<file path="src/rtl/benes_cfg_sequencer_if.sv">
// Bundle between the Benes configuration sequencer and its environment
// (run control, config RAM read port, network control, capture strobes).
//
// master: run-control host plus config RAM. It drives start/cfg_len/abort/hold
//         and cfg_data, and observes everything else.
// slave : the sequencer. It drives cfg_rd/cfg_addr, s_out/s_valid,
//         cap_valid/cap_idx, busy/done and cycle_count.
interface benes_cfg_sequencer_if #(
    parameter int unsigned SW = 10,
    parameter int unsigned AW = 5,
    parameter int unsigned CW = 32
);
    logic          start;
    logic [AW:0]   cfg_len;
    logic          abort;
    logic          hold;
    logic          cfg_rd;
    logic [AW-1:0] cfg_addr;
    logic [SW-1:0] cfg_data;
    logic [SW-1:0] s_out;
    logic          s_valid;
    logic          cap_valid;
    logic [AW-1:0] cap_idx;
    logic          busy;
    logic          done;
    logic [CW-1:0] cycle_count;

    modport master (
        output start, cfg_len, abort, hold, cfg_data,
        input  cfg_rd, cfg_addr, s_out, s_valid, cap_valid, cap_idx, busy, done, cycle_count
    );

    modport slave (
        input  start, cfg_len, abort, hold, cfg_data,
        output cfg_rd, cfg_addr, s_out, s_valid, cap_valid, cap_idx, busy, done, cycle_count
    );
endinterface

</file>
<file path="src/rtl/benes_cfg_sequencer.sv">
// Benes network configuration sequencer.
// Streams up to DEPTH switch-control words from the config RAM into the
// Benes network, one per cycle, tracks the LAT-cycle network latency to
// strobe the output capture bank, then pulses done with a cycle count.
//
// Ports:
//   clk    - clock
//   rst_n  - asynchronous active-low reset
//   bus    - benes_cfg_sequencer_if.slave:
//            start/cfg_len/abort/hold  run control in
//            cfg_rd/cfg_addr/cfg_data  config RAM read port (1-cycle read latency)
//            s_out/s_valid             switch-control word to the network
//            cap_valid/cap_idx         capture strobe and step index
//            busy/done/cycle_count     status and performance count
module benes_cfg_sequencer #(
    parameter int unsigned SW    = 10,
    parameter int unsigned DEPTH = 32,
    parameter int unsigned AW    = 5,
    parameter int unsigned LAT   = 9,
    parameter int unsigned CW    = 32
) (
    input logic                  clk,
    input logic                  rst_n,
    benes_cfg_sequencer_if.slave bus
);

    typedef enum logic [1:0] {StIdle, StRun, StDrain, StDone} state_e;

    localparam logic [AW:0]   DepthW   = (AW + 1)'(DEPTH);
    localparam logic [AW:0]   CntOne   = (AW + 1)'(1);
    localparam logic [CW-1:0] CycMax   = {CW{1'b1}};
    // The accept cycle itself is cycle 1, so the first RUN cycle reads 2.
    localparam logic [CW-1:0] CycStart = CW'(2);

    state_e        state_q, state_d;
    logic [AW:0]   len_q, len_in;
    logic [AW:0]   issue_cnt_q;
    logic [AW:0]   cap_cnt_q, cap_cnt_d;
    logic          rd_q;
    logic [SW-1:0] s_out_q;
    logic          s_valid_q;
    logic [LAT-1:0] sr_q;
    logic [CW-1:0] cyc_q;
    logic          accept, abort_act;
    logic          cfg_rd, cap_valid, busy, done;

    assign len_in    = (bus.cfg_len > DepthW) ? DepthW : bus.cfg_len;
    assign abort_act = bus.abort && (state_q != StIdle);
    assign accept    = (state_q == StIdle) && bus.start && !bus.abort;
    assign cap_valid = sr_q[LAT-1];
    assign cap_cnt_d = cap_cnt_q + (cap_valid ? CntOne : '0);

    // State register
    always_ff @(posedge clk or negedge rst_n) begin
        if (!rst_n) begin
            state_q <= StIdle;
        end else begin
            state_q <= state_d;
        end
    end

    // Next-state logic; abort wins over everything, including start in IDLE
    always_comb begin
        state_d = state_q;
        if (bus.abort) begin
            state_d = StIdle;
        end else begin
            case (state_q)
                StIdle:  if (bus.start) state_d = (len_in == '0) ? StDone : StRun;
                // A held cycle never issues, so the last read waits for hold to drop
                StRun:   if (!bus.hold && (issue_cnt_q == len_q - CntOne)) state_d = StDrain;
                // Look at the post-increment count so done lands right after the last capture
                StDrain: if (cap_cnt_d == len_q) state_d = StDone;
                StDone:  state_d = StIdle;
                default: state_d = StIdle;
            endcase
        end
    end

    // Output decode
    always_comb begin
        cfg_rd = 1'b0;
        busy   = 1'b0;
        done   = 1'b0;
        case (state_q)
            StRun: begin
                busy   = 1'b1;
                cfg_rd = !bus.hold && !bus.abort;
            end
            StDrain: busy = 1'b1;
            StDone:  done = !bus.abort;
            default: ;
        endcase
    end

    // Datapath: issue/capture counters, read-data pipeline, latency line, cycle counter
    always_ff @(posedge clk or negedge rst_n) begin
        if (!rst_n) begin
            len_q       <= '0;
            issue_cnt_q <= '0;
            cap_cnt_q   <= '0;
            rd_q        <= 1'b0;
            s_out_q     <= '0;
            s_valid_q   <= 1'b0;
            sr_q        <= '0;
            cyc_q       <= '0;
        end else if (abort_act) begin
            // Flush everything in flight; cycle_count and s_out keep their values
            issue_cnt_q <= '0;
            cap_cnt_q   <= '0;
            rd_q        <= 1'b0;
            s_valid_q   <= 1'b0;
            sr_q        <= '0;
        end else begin
            if (accept) begin
                len_q       <= len_in;
                issue_cnt_q <= '0;
                cap_cnt_q   <= '0;
                cyc_q       <= CycStart;
            end else begin
                if (cfg_rd) begin
                    issue_cnt_q <= issue_cnt_q + CntOne;
                end
                cap_cnt_q <= cap_cnt_d;
                // DONE always returns to IDLE, so only RUN/DRAIN advance the count
                if (busy && (cyc_q != CycMax)) begin
                    cyc_q <= cyc_q + CW'(1);
                end
            end
            rd_q      <= cfg_rd;
            s_valid_q <= rd_q;
            if (rd_q) begin
                s_out_q <= bus.cfg_data;
            end
            sr_q <= (sr_q << 1) | LAT'(s_valid_q);
        end
    end

    assign bus.cfg_rd      = cfg_rd;
    assign bus.cfg_addr    = issue_cnt_q[AW-1:0];
    assign bus.s_out       = s_out_q;
    assign bus.s_valid     = s_valid_q;
    assign bus.cap_valid   = cap_valid;
    assign bus.cap_idx     = cap_cnt_q[AW-1:0];
    assign bus.busy        = busy;
    assign bus.done        = done;
    assign bus.cycle_count = cyc_q;

endmodule

</file>
<file path="src/flat_wrapper.sv">
// flat-port wrapper written by rule: the top's interface ports become plain ports
module benes_cfg_sequencer_flat 
#(
    parameter int unsigned SW    = 10,
    parameter int unsigned DEPTH = 32,
    parameter int unsigned AW    = 5,
    parameter int unsigned LAT   = 9,
    parameter int unsigned CW    = 32
)
  (clk, rst_n, bus_start, bus_cfg_len, bus_abort, bus_hold, bus_cfg_data, bus_cfg_rd, bus_cfg_addr, bus_s_out, bus_s_valid, bus_cap_valid, bus_cap_idx, bus_busy, bus_done, bus_cycle_count);
  benes_cfg_sequencer_if #(.SW(SW), .AW(AW), .CW(CW)) bus_i ();
  input logic clk;
  input logic rst_n;
  input wire logic [$bits(bus_i.start)-1:0] bus_start;
  input wire logic [$bits(bus_i.cfg_len)-1:0] bus_cfg_len;
  input wire logic [$bits(bus_i.abort)-1:0] bus_abort;
  input wire logic [$bits(bus_i.hold)-1:0] bus_hold;
  input wire logic [$bits(bus_i.cfg_data)-1:0] bus_cfg_data;
  output wire logic [$bits(bus_i.cfg_rd)-1:0] bus_cfg_rd;
  output wire logic [$bits(bus_i.cfg_addr)-1:0] bus_cfg_addr;
  output wire logic [$bits(bus_i.s_out)-1:0] bus_s_out;
  output wire logic [$bits(bus_i.s_valid)-1:0] bus_s_valid;
  output wire logic [$bits(bus_i.cap_valid)-1:0] bus_cap_valid;
  output wire logic [$bits(bus_i.cap_idx)-1:0] bus_cap_idx;
  output wire logic [$bits(bus_i.busy)-1:0] bus_busy;
  output wire logic [$bits(bus_i.done)-1:0] bus_done;
  output wire logic [$bits(bus_i.cycle_count)-1:0] bus_cycle_count;
  assign bus_i.start = bus_start;
  assign bus_i.cfg_len = bus_cfg_len;
  assign bus_i.abort = bus_abort;
  assign bus_i.hold = bus_hold;
  assign bus_i.cfg_data = bus_cfg_data;
  assign bus_cfg_rd = bus_i.cfg_rd;
  assign bus_cfg_addr = bus_i.cfg_addr;
  assign bus_s_out = bus_i.s_out;
  assign bus_s_valid = bus_i.s_valid;
  assign bus_cap_valid = bus_i.cap_valid;
  assign bus_cap_idx = bus_i.cap_idx;
  assign bus_busy = bus_i.busy;
  assign bus_done = bus_i.done;
  assign bus_cycle_count = bus_i.cycle_count;
  benes_cfg_sequencer #(.SW(SW), .DEPTH(DEPTH), .AW(AW), .LAT(LAT), .CW(CW)) u_core (.clk(clk), .rst_n(rst_n), .bus(bus_i));
endmodule
</file>
<file path="config.mk">
export PLATFORM = sky130hd
export DESIGN_NAME = benes_cfg_sequencer_flat
export DESIGN_NICKNAME = d
export VERILOG_FILES = /design/src/rtl/benes_cfg_sequencer_if.sv /design/src/rtl/benes_cfg_sequencer.sv /design/src/flat_wrapper.sv
export SDC_FILE = /design/constraint.sdc
export NUM_CORES = 1
export LEC_CHECK = 0
export ABC_AREA = 1
export CORE_AREA = 2 2 75 131
export DETAILED_ROUTE_END_ITERATION = 8
export DIE_AREA = 0 0 77 133
export GPL_ROUTABILITY_DRIVEN = 0
export PLACE_DENSITY = 0.85
export RECOVER_POWER = 50
export SYNTH_ARGS = -nofsm -noshare
export SYNTH_HDL_FRONTEND = slang
export SYNTH_SLANG_ARGS = --single-unit
</file>
<file path="constraint.sdc">
create_clock -name clk -period 1.7 [get_ports clk]
set_input_delay 0.17 -clock clk [delete_from_list [all_inputs] [get_ports clk]]
set_output_delay 0.17 -clock clk [all_outputs]
set_load 0.05 [all_outputs]
</file>
==> results of run 1 <==
==> worst paths after layout <==
path	startpoint	endpoint
min in group asynchronous	rst_n	u_core.bus.cycle_count[16]
setup / recovery	u_core.bus.cycle_count[18]	u_core.bus.cycle_count[23]
setup reg to reg	u_core.bus.cycle_count[18]	u_core.bus.cycle_count[23]
hold / removal	bus_cfg_data[4]	u_core.bus.s_out[4]
hold reg to reg	u_core.bus.s_out[0]	u_core.bus.s_out[0]
max in group asynchronous	rst_n	u_core.bus.cycle_count[5]
==> power groups by stage <==
stage / combinational, µW / sequential (µW) / clock, µW
floorplan: 2260 / 3990 / 0
global placement: 5400 / 2710 / 0
detailed placement: 5500 / 2740 / 0
CTS: 5810 / 2720 / 2260
global route: 7600 / 2820 / 2340
finish: 7280 / 2780 / 2280
==> flip-flops by register name, indices dropped and copies added (netlist names) <==
| register | flops |
|---|---|
| u_core.bus.cycle_count | 32 |
| u_core.bus.s_out | 10 |
| u_core.sr_q | 9 |
| u_core.cap_cnt_q | 6 |
| u_core.issue_cnt_q | 6 |
| u_core.len_q | 6 |
| u_core.state_q | 2 |
| u_core.bus.s_valid | 1 |
| u_core.rd_q | 1 |
==> stage by stage <==
stage	setup WS [ns]	instance area, µm²	setup TNS [ns]	util (%)	std cells
after floorplan	-0.104	4420	-2.61	-	602
after global placement	-0.136	5570	-4.81	59.9	835
after detailed placement	-0.167	5570	-5.92	59.9	835
after CTS	-0.106	6040	-1.57	65.0	856
after global routing	-0.306	6620	-9.69	71.3	876
final	-0.333	6620	-9.26	71.3	876
==> kinds of logic (layout without fill, tap and decap cells) <==
family | after synthesis | after routing | share of synthesized area (%)
AOI/OAI and AO/OA | 35 | 35 | 5.00
DFF | 73 | 73 | 42.2
xor gates and xnor gates | 27 | 27 | 5.46
and+or+nand+nor | 371 | 371 | 35.5
adders and majority gates | 9 | 9 | 2.60
buffers and inverters | 87 | 239 | 9.30
==> per-layer routing <==
metal / vias to the layer above / track usage, % / wire (µm)
met5: - / 0 / 0
met4: 0 / 17.9 / 1440
met3: 133 / 5.32 / 1460
met2: 354 / 49.9 / 8790
met1: 2395 / 28.4 / 5390
li1: 2179 / - / -
==> tightest hold or removal path, stage by stage <==
cell	delay (ns)
clkdlybuf4s50_1	0.40
nand2_1	0.06
nand2_1	0.04
==> final cells by class <==
cell class                      instances  area share (%)
Inverter                               65            3.83
Tap cell                              122            2.30
Clock inverter                          6            1.72
Timing Repair Buffer                  158            21.5
Multi-Input combinational cell        442            39.0
Clock buffer                           10            3.61
Sequential cell                        73            28.0
==> Yosys cell counts (all sizes together) <==
cell	count
clkinv	1
a21oi	9
inv	64
ha	9
a211oi	1
o21bai	2
nor3	24
nand3b	1
nor2	81
nand3	40
o21ai	22
buf	18
nand2	213
xor2	15
nor4	2
clkbuf	4
dfrtp	73
nor3b	2
a32oi	1
xnor2	12
nand4	8
==> timing repair <==
action                                  in CTS  in global routing
pin swaps                                    6                 27
hold buffers                                 1                  0
endpoints found under the setup margin      17                 56
buffers inserted                             3                 18
cloned                                       1                  5
gates resized for setup                     17                126
hold endpoints to repair                    73                  0
==> impl_metrics.ini, run 1 <==
[clocking]
root_buffer = clkbuf_16
clock_sinks = 73
clk_path_buf_depth = 2
clock_latency_ns = 0.35
cts_max_level = 3
cts_tree = done
clkTransAtPathRegs_ns = 0.06
cts-buffers-inserted = 9

[worst_setup_path]
crit_chain = nand2_1 -> nor2_2 -> nand2_1 -> nor3_2 -> nand2_1 -> nand2_2 -> a21oi_4 -> buf_4 -> buf_12 -> nand2_1 -> nand2_2
critPathBufInv = 2
crit_top_cell = nand2_1
worst-path-stages = 11
cp_slowest_cell = dfrtp_1
cpPeakStageDelay_ns = 0.46
cp-start-kind = flip-flop
r2r_setup_slack_ns = -0.33
endpoint_kind = flip-flop
cp_max_fo = 16
cp_top_family = simple AND/OR/NAND/NOR gates
path_class = flip-flop to flip-flop
r2r_cells = 11
crit_required_ns = 1.94
cp.arrival_ns = 2.27

[power]
p_total_uw = 12300
p_sw_uw = 5840
swShare_pct = 47.3
p_per_area_nw_per_um2 = 1860
pwr-share-clk_pct = 18.5
p_int_uw = 6510
sequentialPowerShare_pct = 22.5
comb_power_share_pct = 59.0
ir_drop_mv = 1.53
p_leak_uw = 0.00327

[routing]
detail_route.iter0.violations = 486
vias = 5061
drt_first_pass_iters = 9
drtAntennaViolNets = 0
via_per_inst = 5.78
drc = 57
totalWireLength_mm = 17.1
wire_per_inst_um = 19.5

[timing]
rsz0062_at_grt = true
finalCritPeriodShare_pct = 120
fmaxAchievable_mhz = 492
setup_violations = 37
finalClockSkew_ns = 0.0105
fin_hold_ws_ns = 0.365
setup_ws_ns = -0.333
fin_crit_ns = 2.03
tightestPinTransition_ns = 1.01
slew_headroom_pct = 32.5
finalHoldViolCount = 0
final_max_slew_viol_count = 0

[grt]
grt_antenna_before_repair = 0
grt_pass1_wl_mm = 22.2
grt_start_max_net_pins = 74
grt_pass1_vias = 4750
grt_overflow = 0
track_usage_pct = 27.5

[outcome]
violations = DRC, setup timing
status = finished, violations left

[synth]
synthTopCellsByArea = dfrtp_1 42%, nand2_1 18%, nor2_1 6.8%
synth_top_area_share_pct = 42.2
syn_nets = 632
synth_area_um2 = 4330
syn_avg_cell_area_um2 = 7.20
synthCells = 602
synth_seq_cells = 73
yosysWarnings = 0
ys_seq_area_share_pct = 42.2
yosys.area.top_type = dfrtp_1
yosysUniqueCellTypes = 33

[final_layout]
diodes = 0
layout_commonest_cell = nand2_1
nFillCells = 664
multi_input_area_um2 = 2590
final_cell_mix = 159 x nand2_1, 102 x buf_4, 68 x nor2_1
final-seq-area_um2 = 1850
drive_gt1_share_pct = 35.9
fin_nets = 779
syn2layout_area_growth_pct = 52.9

[floorplan]
coreArea_um2 = 9290
io_pins = 78
start_util_pct = 46.6
rows = 47
die_w_um = 77
dieArea_um2 = 10200
die_height_um = 133

[worst_hold_path]
hold_class = input pin to flip-flop
hold_depth = 3

[place]
place.port_buffers = 77
hpwl_mm = 9.64

[flow_run]
cap_violations = 0
No activity file was read; power rests on OpenSTA's default activity.
==> inputs of run 2 (changes only) <==
CAP_MARGIN = 20   (was not set)
TNS_END_PERCENT = 5   (was not set)
==> run 2 against run 1 <==
  * The flow finishes with violations (setup timing)
  * Worst setup slack improved by 0.21 ns
  * First-iteration DRC count increased by 2.5%
  * Clock power decreased by 8%
  * Cell area decreased by 5.3%
  * Non-clock buffer count decreased by 7
  * Power decreased by 12%
  * Sequential power decreased by 3%
==> impl_metrics.ini, run 2 (synthesis gave the netlist of run 1 again) <==
[final_layout]
final_cell_mix = 193 x nand2_1, 107 x buf_4, 63 x nor2_1
nFillCells = 737
fin_nets = 772
final-seq-area_um2 = 1850
diodes = 0
utilization_pct = 67.5
layout_commonest_cell = nand2_1
syn2layout_area_growth_pct = 44.8
drive_gt1_share_pct = 29.9
largest_reg_flops = 32
multi_input_area_um2 = 2340

[routing]
via_per_inst = 5.52
wire_per_inst_um = 16.6
totalWireLength_mm = 14.5
vias = 4796
detail_route.iter0.violations = 498
drc = 0
drt_first_pass_iters = 6
drtAntennaViolNets = 0

[grt]
grtUsageMet1_pct = 27.7
grt_use_met2_pct = 49.8
track_usage_pct = 26.9
grt_start_max_net_pins = 32
grt_overflow = 0
grt_antenna_before_repair = 0
grt_pass1_wl_mm = 21.7
use_met3_pct = 5.87
grt_pass1_vias = 4578
grt.busiest_layer = met2

[timing]
finalCritPeriodShare_pct = 108
fin_tns_setup_ns = -1.62
finalClockSkew_ns = 0.00894
finalHoldViolCount = 0
fmaxAchievable_mhz = 547
setup_ws_ns = -0.128
rsz0062_at_grt = true
slew_headroom_pct = 27.2
setup_violations = 37
tightestPinTransition_ns = 1.09
final_max_slew_viol_count = 0
fin_crit_ns = 1.83

[clocking]
clock_sinks = 73
cts_tree = done
clk_path_buf_depth = 2
clock_latency_ns = 0.35
cts-buffers-inserted = 9
root_buffer = clkbuf_16
cts_max_level = 3
clkTransAtPathRegs_ns = 0.06

[outcome]
violations = setup timing
status = finished, violations left

[worst_setup_path]
cp.arrival_ns = 1.66
cp-start-kind = flip-flop
path_class = flip-flop to primary output
endpoint_kind = primary output
crit_top_cell = inv_2
crit_required_ns = 1.53
cp_slowest_cell = dfrtp_1
critPathBufInv = 5
cp_top_family = buffers and inverters
cp_max_fo = 5
crit_chain = inv_2 -> ha_1 -> inv_1 -> nor2_2 -> nand2_2 -> buf_4 -> inv_2 -> buf_12
cpPeakStageDelay_ns = 0.40

[floorplan]
start_util_pct = 46.6
io_pins = 78
coreArea_um2 = 9290
die_w_um = 77
rows = 47
dieArea_um2 = 10200
die_height_um = 133

[power]
p_sw_uw = 5050
ir_drop_mv = 1.55
p_total_uw = 10900
p_leak_uw = 0.00310
sequentialPowerShare_pct = 24.7
pwr-share-clk_pct = 19.3
p_per_area_nw_per_um2 = 1740
p_int_uw = 5850
comb_power_share_pct = 56.0
swShare_pct = 46.3

[place]
dp_slack_ns = -0.311
place.port_buffers = 77
hpwl_mm = 9.60

[worst_hold_path]
hold_class = input pin to flip-flop

[flow_run]
cap_violations = 0
[run 2: cell count changes in the layout (fill, tap and decap cells not counted), moves of 5 or more]
cell	previous run	this run
buf_4	102	107
buf_6	6	1
nand2_1	159	193
nand2_2	31	17
nand2_4	23	3
nor2_1	68	63
[run 2: path summary, 6_finish.rpt]
path,startpoint,endpoint,slack (ns),cells past startpoint
max,u_core.state_q[1],bus_cfg_rd,-0.13,8
min,bus_cfg_data[4],u_core.bus.s_out[4],0.36,3
max reg2reg,u_core.bus.cycle_count[11],u_core.bus.cycle_count[13],-0.09,10
min reg2reg,u_core.sr_q[7],u_core.sr_q[8],0.47,2
max in group asynchronous,rst_n,u_core.sr_q[8],0.21,4
min in group asynchronous,rst_n,u_core.bus.cycle_count[16],0.55,2
[run 2: through the flow]
stage	hold slack [ns]	cells	cell area (µm²)
6_report	0.364	869	6270
5_1_grt	0.370	869	6270
4_1_cts	0.300	860	5980
3_5_place_dp	0.135	842	5610
3_3_place_gp	0.128	842	5610
2_1_floorplan	-0.126	602	4420
[run 2: per-layer routing]
metal  vias to the layer above  wire length [µm]
met5                         -                 0
met4                         0               925
met3                        92              1200
met2                       321              7570
met1                      2226              4770
li1                       2157                 -
[run 2: timing repair]
| item | CTS | global route |
|---|---|---|
| resized for setup | 9 | 63 |
| setup buffers | 1 | 7 |
| hold endpoints to repair | 16 | 0 |
| endpoints found under the setup margin | 43 | 68 |
| pin swaps | 2 | 22 |
| gates cloned | 0 | 2 |
| hold buffers | 1 | 0 |
[run 2: area by class of cell]
| type | count | share of cell area, % |
|---|---|---|
| Clock buffer | 10 | 3.81 |
| Tap cell | 122 | 2.43 |
| Sequential cell | 73 | 29.5 |
| Timing Repair Buffer | 151 | 21.3 |
| Clock inverter | 6 | 1.46 |
| Inverter | 65 | 4.13 |
| Multi-Input combinational cell | 442 | 37.3 |
[run 2: worst min-delay path: stages]
cell,delay (ns)
clkdlybuf4s50_1,0.39
nand2_1,0.06
nand2_1,0.04
[run 2: power by group through the flow]
| stage | registers [µW] | clock network, µW | logic [µW] |
|---|---|---|---|
| after floorplan | 3990 | 0 | 2260 |
| after global placement | 2660 | 0 | 5300 |
| after detailed placement | 2680 | 0 | 5430 |
| after CTS | 2660 | 2120 | 5490 |
| after global routing | 2740 | 2200 | 6520 |
| final | 2690 | 2100 | 6110 |
==> inputs of run 3 (changes only) <==
CORE_AREA = 5 5 78 134   (was 2 2 75 131)
CTS_CLUSTER_SIZE = 12   (was not set)
DIE_AREA = 0 0 83 139   (was 0 0 77 133)
==> run 3 against run 2 <==
  * The flow still finishes with violations (setup timing)
  * Clock-buffer cell count is the same
  * Via count shrank 1.1%
  * Cell area shrank 0.70%
  * Hold slack gained 0.013 ns
  * Sequential power is essentially flat
  * Die area grew 13%
  * Combinational power shrank 1%
  * First-iteration DRC count shrank 17%
  * Non-clock buffer count grew 3
  * Largest cell class unchanged
  * Highest routed layer unchanged
==> impl_metrics.ini, run 3 (synthesis gave the netlist of run 1 again) <==
[power]
p_leak_uw = 0.00303
pwr-share-clk_pct = 18.1
sequentialPowerShare_pct = 25.4
swShare_pct = 47.5
p_per_area_nw_per_um2 = 1720
p_sw_uw = 5080
ir_drop_mv = 1.10
p_int_uw = 5610
comb_power_share_pct = 56.6

[floorplan]
die_w_um = 83
dieArea_um2 = 11500
coreArea_um2 = 9290
start_util_pct = 46.6
die_height_um = 139
io_pins = 78
rows = 47

[clocking]
clkTransAtPathRegs_ns = 0.06
root_buffer = clkbuf_16
cts_tree = done
cts-buffers-inserted = 9
clk_path_buf_depth = 2
clock_latency_ns = 0.33
cts_max_level = 3
clock_sinks = 73

[timing]
fin_hold_ws_ns = 0.377
finalClockSkew_ns = 0.00601
setup_violations = 18
setup_ws_ns = -0.0761
slew_headroom_pct = 19.7
fin_crit_ns = 1.78
rsz0062_at_grt = true
finalCritPeriodShare_pct = 104
fin_tns_setup_ns = -0.345
tightestPinTransition_ns = 1.20
finalHoldViolCount = 0
fmaxAchievable_mhz = 563
final_max_slew_viol_count = 0

[worst_hold_path]
hold_class = input pin to flip-flop

[routing]
drc = 0
totalWireLength_mm = 14.2
drtAntennaViolNets = 0
via_per_inst = 5.44
drt_first_pass_iters = 5
vias = 4743
detail_route.iter0.violations = 411
wire_per_inst_um = 16.3

[final_layout]
drive_gt1_share_pct = 29.7
largest_reg_flops = 32
diodes = 0
final_cell_mix = 195 x nand2_1, 108 x buf_4, 71 x nor2_1
fin_nets = 775
instances_no_fill = 872
utilization_pct = 67.0
layout_commonest_cell = nand2_1
syn2layout_area_growth_pct = 43.7

[grt]
grt_antenna_before_repair = 0
track_usage_pct = 24.8
grt_start_max_net_pins = 39
grt_pass1_vias = 4896
grt_pass1_wl_mm = 23.0
grt_overflow = 0

[place]
place.port_buffers = 77
place_inst = 845
hpwl_mm = 10.2

[worst_setup_path]
path_class = flip-flop to flip-flop
endpoint_kind = flip-flop
cp_max_fo = 7
cp-start-kind = flip-flop
r2r_setup_slack_ns = -0.08
cp.arrival_ns = 2.00
crit_required_ns = 1.92

[outcome]
status = finished, violations left
violations = setup timing

[flow_run]
cap_violations = 0
[run 3: cell count changes in the layout (fill, tap and decap cells not counted), sizes merged]
| cell | previous run | this run |
|---|---|---|
| clkinv | 5 | 4 |
| bufinv | 2 | 1 |
| buf | 115 | 118 |
| clkbuf | 16 | 17 |
| clkinvlp | 0 | 2 |
| dlymetal6s2s | 9 | 5 |
| clkdlybuf4s50 | 20 | 23 |
[run 3: cell type report]
cell class | instances | area (µm²)
Fill cell | 746 | 3060
Multi-Input combinational cell | 442 | 2360
Sequential cell | 73 | 1850
Timing Repair Buffer | 154 | 1310
Inverter | 65 | 249
Clock buffer | 10 | 239
Tap cell | 122 | 153
Clock inverter | 6 | 67.6
[run 3: per-stage QoR]
stage	setup slack (ns)	total power [µW]	cell area [µm²]
floorplan	-0.104	6250	4420
global placement	-0.0928	8190	5640
detailed placement	-0.170	8350	5640
CTS	-0.0463	10500	6090
global route	-0.172	11300	6230
finish	-0.0761	10700	6230
[run 3: what timing repair did]
action,in CTS,in global routing
hold buffers,1,0
gates resized for setup,21,46
pin swaps,9,15
setup endpoints to repair,35,47
buffers inserted,8,2
endpoints found under the hold margin,18,0
[run 3: path summary, 6_finish.rpt]
path                                startpoint                          to  cells past startpoint
setup / recovery           u_core.cap_cnt_q[3]           u_core.state_q[1]                      9
hold / removal                 bus_cfg_data[4]         u_core.bus.s_out[4]                      3
setup reg to reg           u_core.cap_cnt_q[3]           u_core.state_q[1]                      9
hold reg to reg                 u_core.sr_q[0]              u_core.sr_q[1]                      2
max in group asynchronous                rst_n   u_core.bus.cycle_count[4]                      3
min in group asynchronous                rst_n  u_core.bus.cycle_count[22]                      2
[run 3: power groups by stage]
stage	registers (µW)	logic (µW)	clock network, µW
3_3_place_gp	2670	5530	0
2_1_floorplan	3990	2260	0
6_report	2710	6050	1930
3_5_place_dp	2700	5650	0
4_1_cts	2690	5840	1960
5_1_grt	2760	6460	2050
[run 3: worst max-delay path, stage by stage (launching register included)]
cell and delay (ns):
dfrtp_1 0.47, nand2_1 0.10, nor2_1 0.27, nand3_1 0.15
nand3_1 0.13, nand3_2 0.12, o21bai_4 0.19, nand3_2 0.10
nand2_1 0.07, nand2_1 0.05
[run 3: routing by layer]
metal	up-vias	GRT usage (%)	wire, µm	part of all wire [%]
met5	-	0	0	0
met4	0	16.2	922	6.5
met3	76	5.17	900	6.3
met2	269	45.8	7640	54
met1	2238	24.6	4710	33
li1	2160	-	-	-
